## config.mk

```make
export PLATFORM = sky130hd
export DESIGN_NAME = sha256_padder
export DESIGN_NICKNAME = d
export VERILOG_FILES = /design/src/rtl/sha256_pkg.sv /design/src/rtl/sha256_word_packer.sv /design/src/rtl/sha256_padder.sv
export SDC_FILE = /design/constraint.sdc
export NUM_CORES = 1
export LEC_CHECK = 0
export ABC_AREA = 1
export CORE_MARGIN = 2
export CORE_UTILIZATION = 48
export DETAILED_ROUTE_END_ITERATION = 16
export GPL_ROUTABILITY_DRIVEN = 0
export HOLD_SLACK_MARGIN = 0.03
export PLACE_DENSITY = 0.66
export SYNTH_ARGS = -nofsm -noshare
export SYNTH_HDL_FRONTEND = slang
export SYNTH_SLANG_ARGS = --single-unit
```

## constraint.sdc

```tcl
create_clock -name clk -period 2.55 [get_ports clk]
set_input_delay 0.765 -clock clk [delete_from_list [all_inputs] [get_ports clk]]
set_output_delay 0.765 -clock clk [all_outputs]
set_load 0.1 [all_outputs]
```

## src/rtl/sha256_pkg.sv

```systemverilog
// ============================================================================
// sha256_pkg : shared constants and padder state encoding for the SHA-256 front end
// Rev 1.0
// ============================================================================
`default_nettype none

package sha256_pkg;

    localparam int         WORDS_PER_BLOCK = 16;
    localparam int         LEN_HI_IDX      = 14;
    localparam int         LEN_LO_IDX      = 15;
    localparam logic [7:0] PAD_BYTE        = 8'h80;

    typedef enum logic [1:0] {
        ST_DATA   = 2'd0,
        ST_PAD    = 2'd1,
        ST_LEN_HI = 2'd2,
        ST_LEN_LO = 2'd3
    } pad_state_t;

endpackage

`default_nettype wire

```

## src/rtl/sha256_word_packer.sv

```systemverilog
// ============================================================================
// sha256_word_packer : big-endian byte-to-word packer with 0x80 pad insertion
// Rev 1.0
// ============================================================================
`default_nettype none

module sha256_word_packer
    import sha256_pkg::*;
(
    input  logic        clk,
    input  logic        reset,
    input  logic [7:0]  i_byte,
    input  logic        i_accept,
    input  logic        i_last,
    input  logic        i_issue,
    output logic        o_word_valid,
    output logic [31:0] o_word,
    output logic        o_word_has_pad,
    output logic        o_hold
);

    logic [31:0] r_acc;
    logic [1:0]  r_cnt;
    logic [31:0] r_word;
    logic        r_full;
    logic        r_full_pad;
    logic        r_pad_req;

    logic        w_complete;
    logic        w_tail_pad;
    logic [31:0] w_new_word;

    assign w_complete = i_accept && ((r_cnt == 2'd3) || i_last);
    assign w_tail_pad = i_last && (r_cnt != 2'd3);

    always_comb begin
        w_new_word = r_acc;
        case (r_cnt)
            2'd0: begin
                w_new_word[31:24] = i_byte;
                if (w_tail_pad) w_new_word[23:16] = PAD_BYTE;
            end
            2'd1: begin
                w_new_word[23:16] = i_byte;
                if (w_tail_pad) w_new_word[15:8] = PAD_BYTE;
            end
            2'd2: begin
                w_new_word[15:8] = i_byte;
                if (w_tail_pad) w_new_word[7:0] = PAD_BYTE;
            end
            default: w_new_word[7:0] = i_byte;
        endcase
    end

    // A held word always drains before an owed 0x80000000 word.
    assign o_word_valid   = r_full || r_pad_req || w_complete;
    assign o_word         = r_full ? r_word : (r_pad_req ? {PAD_BYTE, 24'h0} : w_new_word);
    assign o_word_has_pad = r_full ? r_full_pad : (r_pad_req ? 1'b1 : w_tail_pad);
    assign o_hold         = r_full || r_pad_req;

    always_ff @(posedge clk or negedge reset) begin
        if (!reset) begin
            r_acc      <= '0;
            r_cnt      <= '0;
            r_word     <= '0;
            r_full     <= 1'b0;
            r_full_pad <= 1'b0;
            r_pad_req  <= 1'b0;
        end else begin
            if (i_accept) begin
                if (w_complete) begin
                    r_acc <= '0;
                    r_cnt <= '0;
                end else begin
                    r_acc <= w_new_word;
                    r_cnt <= r_cnt + 2'd1;
                end
            end
            if (i_issue) begin
                if (r_full) r_full <= 1'b0;
                else if (r_pad_req) r_pad_req <= 1'b0;
            end
            if (w_complete && !i_issue) begin
                r_full     <= 1'b1;
                r_word     <= w_new_word;
                r_full_pad <= w_tail_pad;
            end
            if (i_accept && i_last && (r_cnt == 2'd3)) r_pad_req <= 1'b1;
        end
    end

endmodule

`default_nettype wire

```

## src/rtl/sha256_padder.sv

```systemverilog
// ============================================================================
// sha256_padder : byte stream to padded 512-bit blocks for the SHA-256 core
// Rev 1.0
// ============================================================================
`default_nettype none

module sha256_padder
    import sha256_pkg::*;
#(
    parameter int LEN_W = 64
) (
    input  logic        clk,
    input  logic        reset,
    input  logic [7:0]  in_data,
    input  logic        in_valid,
    input  logic        in_last,
    output logic        in_ready,
    input  logic        busy,
    output logic [31:0] data,
    output logic        write_enable,
    output logic        first_block,
    output logic        last_block
);

    pad_state_t       r_state;
    pad_state_t       w_state_nxt;
    logic [3:0]       r_widx;
    logic [LEN_W-1:0] r_len;
    logic             r_extra;
    logic             r_first_pend;
    logic             r_started;

    logic             w_accept;
    logic             w_issue;
    logic [31:0]      w_out_word;
    logic             w_first;
    logic             w_last;
    logic             w_word_valid;
    logic [31:0]      w_word;
    logic             w_word_has_pad;
    logic             w_hold;
    logic [63:0]      w_len64;

    assign in_ready = r_started && (r_state == ST_DATA) && !w_hold;
    assign w_accept = in_valid && in_ready;
    assign w_len64  = 64'(r_len);

    sha256_word_packer u_packer (
        .clk            (clk),
        .reset          (reset),
        .i_byte         (in_data),
        .i_accept       (w_accept),
        .i_last         (in_last),
        .i_issue        (w_issue && (r_state == ST_DATA)),
        .o_word_valid   (w_word_valid),
        .o_word         (w_word),
        .o_word_has_pad (w_word_has_pad),
        .o_hold         (w_hold)
    );

    always_ff @(posedge clk or negedge reset) begin
        if (!reset) r_state <= ST_DATA;
        else        r_state <= w_state_nxt;
    end

    // r_extra marks a 0x80 landing in word 14: word 15 and a whole zero block follow.
    always_comb begin
        w_state_nxt = r_state;
        case (r_state)
            ST_DATA:   if (w_issue && w_word_has_pad)
                           w_state_nxt = (r_widx == 4'(LEN_HI_IDX - 1)) ? ST_LEN_HI : ST_PAD;
            ST_PAD:    if (w_issue && (r_widx == 4'(LEN_HI_IDX - 1)) && !r_extra)
                           w_state_nxt = ST_LEN_HI;
            ST_LEN_HI: if (w_issue) w_state_nxt = ST_LEN_LO;
            ST_LEN_LO: if (w_issue) w_state_nxt = ST_DATA;
            default:   w_state_nxt = ST_DATA;
        endcase
    end

    always_comb begin
        w_issue    = 1'b0;
        w_out_word = '0;
        w_first    = 1'b0;
        w_last     = 1'b0;
        case (r_state)
            ST_DATA: begin
                w_issue    = w_word_valid && !busy;
                w_out_word = w_word;
                w_first    = r_first_pend && (r_widx == 4'd0);
            end
            ST_PAD:    w_issue = !busy;
            ST_LEN_HI: begin
                w_issue    = !busy;
                w_out_word = w_len64[63:32];
            end
            ST_LEN_LO: begin
                w_issue    = !busy;
                w_out_word = w_len64[31:0];
                w_last     = 1'b1;
            end
            default: w_issue = 1'b0;
        endcase
    end

    always_ff @(posedge clk or negedge reset) begin
        if (!reset) begin
            r_widx       <= '0;
            r_len        <= '0;
            r_extra      <= 1'b0;
            r_first_pend <= 1'b1;
            r_started    <= 1'b0;
            data         <= '0;
            write_enable <= 1'b0;
            first_block  <= 1'b0;
            last_block   <= 1'b0;
        end else begin
            r_started <= 1'b1;
            if (w_accept) r_len <= r_len + LEN_W'(8);
            if (w_issue) begin
                r_widx <= r_widx + 4'd1;
                data   <= w_out_word;
            end
            if (w_issue && (r_state == ST_DATA) && w_word_has_pad && (r_widx == 4'(LEN_HI_IDX)))
                r_extra <= 1'b1;
            if (w_issue && (r_state == ST_PAD) && (r_widx == 4'(LEN_LO_IDX)))
                r_extra <= 1'b0;
            if (w_issue && w_first) r_first_pend <= 1'b0;
            if (w_issue && (r_state == ST_LEN_LO)) begin
                r_len        <= '0;
                r_first_pend <= 1'b1;
            end
            write_enable <= w_issue;
            first_block  <= w_issue && w_first;
            last_block   <= w_issue && w_last;
        end
    end

endmodule

`default_nettype wire

```

==> summary.txt, run 1 <==
Timing
  – Slew @ Worst Pin: 671 ps
  – RSZ-0062 raised after global routing: no
  – Min Tclk post-route: 2460 ps
  – Slew headroom: 0.549
  – Final worst-path cycle share: 0.966
  – Final Hold Viols: 0
  – F_max: 406 MHz
  – Final setup viols: 0
  – TNS Setup: 0 ps
  – Final Max Tran Viols: 0
  – Skew final: 16.4 ps

Hold path
  – Type of the worst min-delay path: primary input to asynchronous set/reset pin

Route
  – DR WL/cell: 18.3 microns
  – Drt pass-1 iters: 5
  – DRC: 0
  – Total number of vias: 9712
  – Drt total wl: 31900 microns
  – DR vias/cell: 5.56
  – Final antenna-violating net count: 0
  – Initial DRC Count: 873

CTS
  – H-tree lvl count: 4
  – CTS tree: built
  – CTS buffer count: 17
  – Root Driver: clkbuf_16
  – Post-CTS Setup Inserts: 0
  – # clock sinks: 174
  – Clock Path Buffers: 2
  – Clk Latency, worst-skew pair: around 460 ps
  – Clock-pin transition on the worst setup and hold timing paths: 80 ps

Pwr
  – Sequential Power Share: 0.335
  – Comb power frac: 0.446
  – Clock share of power: 0.219
  – Cell-internal power: approximately 0.0065 W
  – LEAKAGE: roughly 5.6 nW
  – Worst VDD drop: ~1.0 mV
  – Pwr dens: about 1100 nW/um^2
  – Sw Pwr: 0.00587 W
  – Switching part of the total power: 0.473

Critical path
  – Critical Path Fanout Max: 6
  – CP Launch Type: register
  – Critical Path AT: 1700 ps
  – CP Data Required Time: 1790 ps
  – Element type at the critical path end: output pin
  – CP Class: register to output pin

Final layout
  – Ant. Diodes: 0
  – Core Util, Final: 0.573
  – Area Overhead vs Synth: 16.4%
  – Share of layout cells above drive strength 1: 0.130
  – Nets: 1492

Global routing
  – Initial antenna violation count: 0
  – First-pass GRT wire length: 51100 microns
  – Number of global-route vias before repair: 9202
  – Tot GR Track Use: 0.301
  – GRT overflow: 0
  – Largest net degree at the start of global routing: 67

Logic synthesis
  – Adder-Cell Fraction of Synth Area: 0.0186
  – Mux cell area share after synthesis: 0
  – FF+latch count, synth: 174
  – Mean Syn Cell Area: 7.30 sq um
  – Post-synthesis compound-gate area fraction: 0.154
  – Seq/Total Area, Yosys: 0.433
  – Cells after synthesis: between 1000 and 1500
  – Post-synthesis xor/xnor area fraction: 0.00261
  – Synth Net Count: between 1000 and 1500
  – Leading area contributor after synthesis: dfrtp_1
  – Cell Area, Synth: ~10000 sq um
  – Synth top area share: 0.430
  – Distinct cells, synth: 42
  – Simple logic cell fraction of the synthesized area: 0.290
  – Yosys warns: 0
  – Largest family of logic cells by synthesized area: simple AND/OR/NAND/NOR gates
  – Largest cells by area after synthesis: dfrtp_1 (43%), nand2_1 (14%), inv_1 (7.0%)

Placement
  – HPWL after DPL: 23800 microns
  – # port buffers: 48

Floorplanning
  – Initial Util: 0.493
  – Die width: 149 microns
  – CORE AREA: 20400 sq um
  – I/O Pins: 49
  – Die height: approximately 150 microns
  – Total Die Area: 22100 sq um
  – Cell Rows: 52

Job
  – # Max-Cap Violations: 0

Status
  – Status: completed
[metal layers]
layer,global-route usage,part of all wire,wire [microns]
met1,0.427,0.44,14000
met2,0.459,0.44,14000
met3,0.0602,0.092,2950
met4,0.114,0.031,995
met5,0,0,0
[cells in the mapped netlist, drive strengths merged]
master,instances
xor2,3
a22o,2
nor4,3
and2,4
a22oi,3
o21bai,1
nor3,24
buf,24
nand3,52
a31oi,5
nor2,173
o211ai,1
conb,1
clkbuf,21
o22ai,47
a21oi,53
a21boi,3
dfstp,1
o221ai,1
o21ai,139
nand4,29
dfrtp,173
o21a,6
inv,193
nand2,396
ha,15
a221oi,7
[through the flow]
step	setup slack [ps]	area, sq um	cells	power (W)	hold slack (ps)
after CTS	42.9	11700	1747	0.0124	262
after global placement	77.1	11100	1715	0.00956	453
after floorplan	255	10100	1380	0.00798	441
final	87.6	11700	1747	0.0124	245
after global routing	16.2	11700	1747	0.0131	278
after detailed placement	23.6	11100	1715	0.00965	455
[kinds of logic (layout without fill, tap and decap cells)]
| family | count (synthesis) | count (layout) |
|---|---|---|
| DFF | 174 | 174 |
| xor gates and xnor gates | 3 | 3 |
| AOI/OAI and AO/OA | 268 | 268 |
| and+or+nand+nor | 681 | 681 |
| buffers and inverters | 238 | 335 |
| other | 1 | 1 |
| adders and majority gates | 15 | 15 |
[placed cells by master, fill, tap and decap left out, types with 3 or more instances in the layout]
master             n
clkdlybuf4s50_1   11
nand2_1          381
buf_4             88
o21a_1             6
nor3_1            23
a22oi_1            3
o21ai_0           95
and2_1             4
ha_1              14
nor2_2             9
a31oi_1            5
nand2_2           12
nand3_1           50
buf_12            10
a21oi_1           53
o21ai_1           28
inv_8              4
nand4_1           29
nand2_4            3
a221oi_1           7
dfrtp_1          173
a21boi_1           3
nor2_4             7
o21ai_2           16
xor2_1             3
nor4_1             3
inv_1            187
inv_2              6
o22ai_1           47
clkinv_8           5
clkbuf_16         17
nor2_1           155
[sequential cells by signal, indices dropped and copies added, names as in the netlist, 2 cells and up]
signal,flops
u_packer.r_cnt,2
r_len,61
u_packer.r_acc,32
u_packer.r_word,32
r_widx,4
r_state,2
data,32
[path summary, 6_finish.rpt]
kind | start | end | slack (ps) | cells past startpoint
worst min-delay path | reset | u_packer.r_acc[30]$_DFFE_PN0P_ | 240 | 1
worst max register to register | r_state[0]$_DFFE_PN0P_ | data[9]$_DFFE_PN0N_ | 190 | 9
worst max-delay path | r_state[0]$_DFFE_PN0P_ | in_ready | 90 | 5
max in group asynchronous | reset | r_len[30]$_DFFE_PN0P_ | 1680 | 2
worst min register to register | r_first_pend$_DFFE_PN1P_ | r_first_pend$_DFFE_PN1P_ | 460 | 2
min in group clk | r_first_pend$_DFFE_PN1P_ | r_first_pend$_DFFE_PN1P_ | 460 | 2
[timing repair]
action | CTS | global route
endpoints found under the setup margin | 1 | 1
cloned | 0 | 0
hold buffers | 0 | 0
resized for setup | 2 | 2
[layout make-up]
class                   count  area [sq um]
clock buffers              17           425
clock inverters            15           185
fillers                  1970          8720
inverters                 193           724
multi-input cells         968          4700
flip-flops and latches    174          4360
well taps                 270           338
repair buffers            110           982
[critical path, stage by stage, from the launching register on]
cell,delay [ps]
dfrtp_1,460
inv_2,130
ha_4,180
nand2_2,100
nor2_4,190
buf_12,200
[power groups by stage]
| stage | Combinational [W] | Sequential (W) | Clock (W) |
|---|---|---|---|
| floorplan | 0.00265 | 0.00533 | 0 |
| global placement | 0.00539 | 0.00416 | 0 |
| detailed placement | 0.00548 | 0.00417 | 0 |
| CTS | 0.00553 | 0.00414 | 0.00273 |
| global route | 0.00603 | 0.00426 | 0.00284 |
| finish | 0.00554 | 0.00416 | 0.00271 |
No activity file was read; power rests on OpenSTA's default activity.
==> run 2, diff against run 1 <==
- ABC_AREA: 1 -> 0
- SLEW_MARGIN: not set -> 40
==> run 2 against run 1 <==
  * Sequential share of layout area is 4.5 points higher
  * Flip-flop and latch count did not move
  * Non-clock buffer count is 29 higher
  * Final area shrank 11%
  * Clock power increased by 3%
  * Global-route usage decreased by 1.6 points
  * Utilization up 2.8 points
  * Critical path type unchanged
  * Largest cell class is now flip-flops and latches
  * Largest power group unchanged
  * Highest routed layer unchanged
==> summary.txt, run 2 <==
Status
  – Status: completed

Hold path
  – Type of the worst min-delay path: primary input to asynchronous set/reset pin

Final layout
  – Share of layout cells above drive strength 1: 0.190 (+0.0597)
  – Nets: 1002 (-33%)
  – Most frequent cells in the layout: dfrtp_1 (173), buf_4 (120), nor2_1 (75)
  – Largest reg by FF count: r_len
  – Ant. Diodes: 0 (unchanged)
  – Finished Cell Area: 10400 sq um (-11%)
  – Commonest non-fill, non-tap cell in the layout: dfrtp_1
  – Max reg flops: 61 (unchanged)
  – Area Overhead vs Synth: 22.0%
  – Cell Count, Final, Fillers Out: 1211 (-31%)

Timing
  – Min Tclk post-route: 2540 ps (+77.3 ps)
  – Final worst-path cycle share: 0.996 (+0.0303)
  – Final setup viols: 0 (unchanged)
  – Final Max Tran Viols: 0 (unchanged)
  – Final Hold Viols: 0 (unchanged)
  – Slew @ Worst Pin: 759 ps (+88.6 ps)
  – F_max: 394 MHz (-3.0%)
  – Skew final: 6.47 ps (-9.93 ps)
  – Final WS setup: 10.3 ps (-77.3 ps)
  – RSZ-0062 raised after global routing: yes
  – Slew headroom: 0.490 (-0.0590)

Global routing
  – Number of global-route vias before repair: 7554 (-18%)
  – Tot GR Track Use: 0.285 (-0.0159)
  – GRT overflow: 0 (unchanged)
  – Largest net degree at the start of global routing: 53 (-21%)
  – Initial antenna violation count: 0 (unchanged)
  – First-pass GRT wire length: 40700 microns (-20%)

Placement
  – Setup slack after placement: -322 ps (-346 ps)
  – Placed insts: 1174 (-32%)
  – HPWL after DPL: 18700 microns (-21%)
  – Placed Area: 9750 sq um (-12%)
  – # port buffers: 48 (unchanged)

Pwr
  – LEAKAGE: 4.60 nW (-18%)
  – Worst VDD drop: 1.05 mV (+2.7%)
  – Pwr dens: 1090 nW/um^2 (+2.9%)

Floorplanning
  – Die width: 138 microns (-7.6%)
  – CORE AREA: 17400 sq um (-15%)
  – I/O Pins: 49 (unchanged)
  – Initial Util: 0.493 (+0.000523)
  – Die height: 138 microns (-7.6%)
  – Cell Rows: 48 (-7.7%)
  – Total Die Area: 18900 sq um (-15%)

Logic synthesis
  – Yosys warns: 0 (unchanged)
  – Synth top area share: 0.506 (+0.0756)
  – Cells after synthesis: 870 (-37%)
  – Seq/Total Area, Yosys: 0.509 (+0.0761)
  – Largest cells by area after synthesis: dfrtp_1 (51%), o21ai_0 (4.3%), a21oi_1 (3.9%)
  – FF+latch count, synth: 174 (unchanged)
  – Distinct cells, synth: 56 (+33%)
  – Synth Net Count: 898 (-36%)
  – Post-synth ARST share: 1.00 (unchanged)
  – Mean Syn Cell Area: 9.84 sq um (+35%)
  – Leading area contributor after synthesis: dfrtp_1
  – Number of enable flip-flop cells after synthesis: 0 (unchanged)
  – Main synth FF type: dfrtp_1
  – Cell Area, Synth: 8560 sq um (-15%)
  – Cell with the most instances after synthesis: dfrtp_1
  – Commonest cells in the synthesized netlist: dfrtp_1 (173), nor2_1 (75), o21ai_0 (73)

Route
  – Initial DRC Count: 839 (-3.9%)
  – Total number of vias: 7605 (-22%)
  – Drt pass-1 iters: 8 (+3)
  – Final antenna-violating net count: 0 (unchanged)
  – DR vias/cell: 6.28 (+13%)
  – DR WL/cell: 21.2 microns (+16%)
  – Drt total wl: 25700 microns (-20%)
  – DRC: 0 (unchanged)

CTS
  – H-tree lvl count: 4 (unchanged)
  – Clock-pin transition on the worst setup and hold timing paths: 70 ps (about the same)
  – # clock sinks: 174 (unchanged)
  – Clock Path Buffers: 2 (unchanged)
  – CTS tree: built
  – Root Driver: clkbuf_16
  – CTS buffer count: 17 (unchanged)
  – Clk Latency, worst-skew pair: 440 ps (-20 ps)

Critical path
  – CP Cell Sequence: inv_2, ha_4, nor3b_4, buf_6, and2_4, buf_12
  – WP buf/inv: 3 (+1)
  – Critical Path Stages: 6 (+1)
  – Critical Path Fanout Max: 5 (-1)
  – CP top delay family: flip-flops
  – Slowest CP cell: dfrtp_1
  – Crit-path max cell delay: 400 ps (-60 ps)
  – Worst r2r path cells: 9 (unchanged)
  – CP Class: register to output pin
  – CP Launch Type: register
  – Element type at the critical path end: output pin
  – Critical Path AT: 1770 ps (+70 ps)
  – CP Data Required Time: 1790 ps (about the same)

Job
  – # Max-Cap Violations: 0 (unchanged)
-- run 2: final cells by class --
class	count	area, sq um
inverters	21	78.8
flip-flops and latches	174	4360
repair buffers	139	1150
clock inverters	10	161
multi-input cells	621	3960
clock buffers	21	460
fillers	1483	6910
well taps	225	282
-- run 2: routing by layer --
| metal | track usage | wire, microns |
|---|---|---|
| met1 | 0.372 | 10900 |
| met2 | 0.475 | 12500 |
| met3 | 0.0493 | 1620 |
| met4 | 0.112 | 674 |
| met5 | 0 | 0 |
-- run 2: where the power goes --
| part | switching, W | internal [W] | total, W | leakage [nW] |
|---|---|---|---|---|
| clock network | 0.00110 | 0.00169 | 0.00279 | 0.307 |
| registers | 0.000445 | 0.00341 | 0.00386 | 2.33 |
| logic | 0.00321 | 0.00154 | 0.00474 | 1.97 |
-- run 2: cells by family (layout without fill, tap and decap cells) --
logic type               Yosys count  count (layout)  share of synthesized area
multiplexers                      15              15                     0.0181
XOR/XNOR                          32              32                     0.0327
AND/OR/NAND/NOR                  299             299                      0.185
flip-flops                       174             174                      0.509
other                              1               1                   0.000438
adder cells (fa/ha/maj)           15              15                     0.0219
AO/OA/AOI/OAI                    259             259                      0.200
buffers and inverters             75             191                     0.0333
-- run 2: what timing repair did --
item,in CTS,in global routing
resized for setup,6,3
buffers inserted,4,2
pin swaps,0,2
hold buffers,0,0
setup endpoints to repair,8,8
-- run 2: through the flow --
stage	util	hold WS (ps)	TNS (ps)	power, W
after floorplan	-	448	0	0.00686
after global placement	0.561	461	-8360	0.00827
after detailed placement	0.562	471	-12300	0.00845
after CTS	0.601	295	0	0.0114
after global routing	0.602	314	-63.7	0.0119
final	0.602	268	0	0.0114
-- run 2: worst paths after layout --
path,start,endpoint,slack (ps)
max,r_state[1]$_DFFE_PN0P_,in_ready,10
min,reset,u_packer.r_acc[23]$_DFFE_PN0P_,270
max reg2reg,r_state[1]$_DFFE_PN0P_,r_len[63]$_DFFE_PN0P_,60
min reg2reg,data[27]$_DFFE_PN0N_,data[27]$_DFFE_PN0N_,480
max in group asynchronous,reset,u_packer.r_word[28]$_DFFE_PN0P_,1660
min in group clk,data[27]$_DFFE_PN0N_,data[27]$_DFFE_PN0N_,480
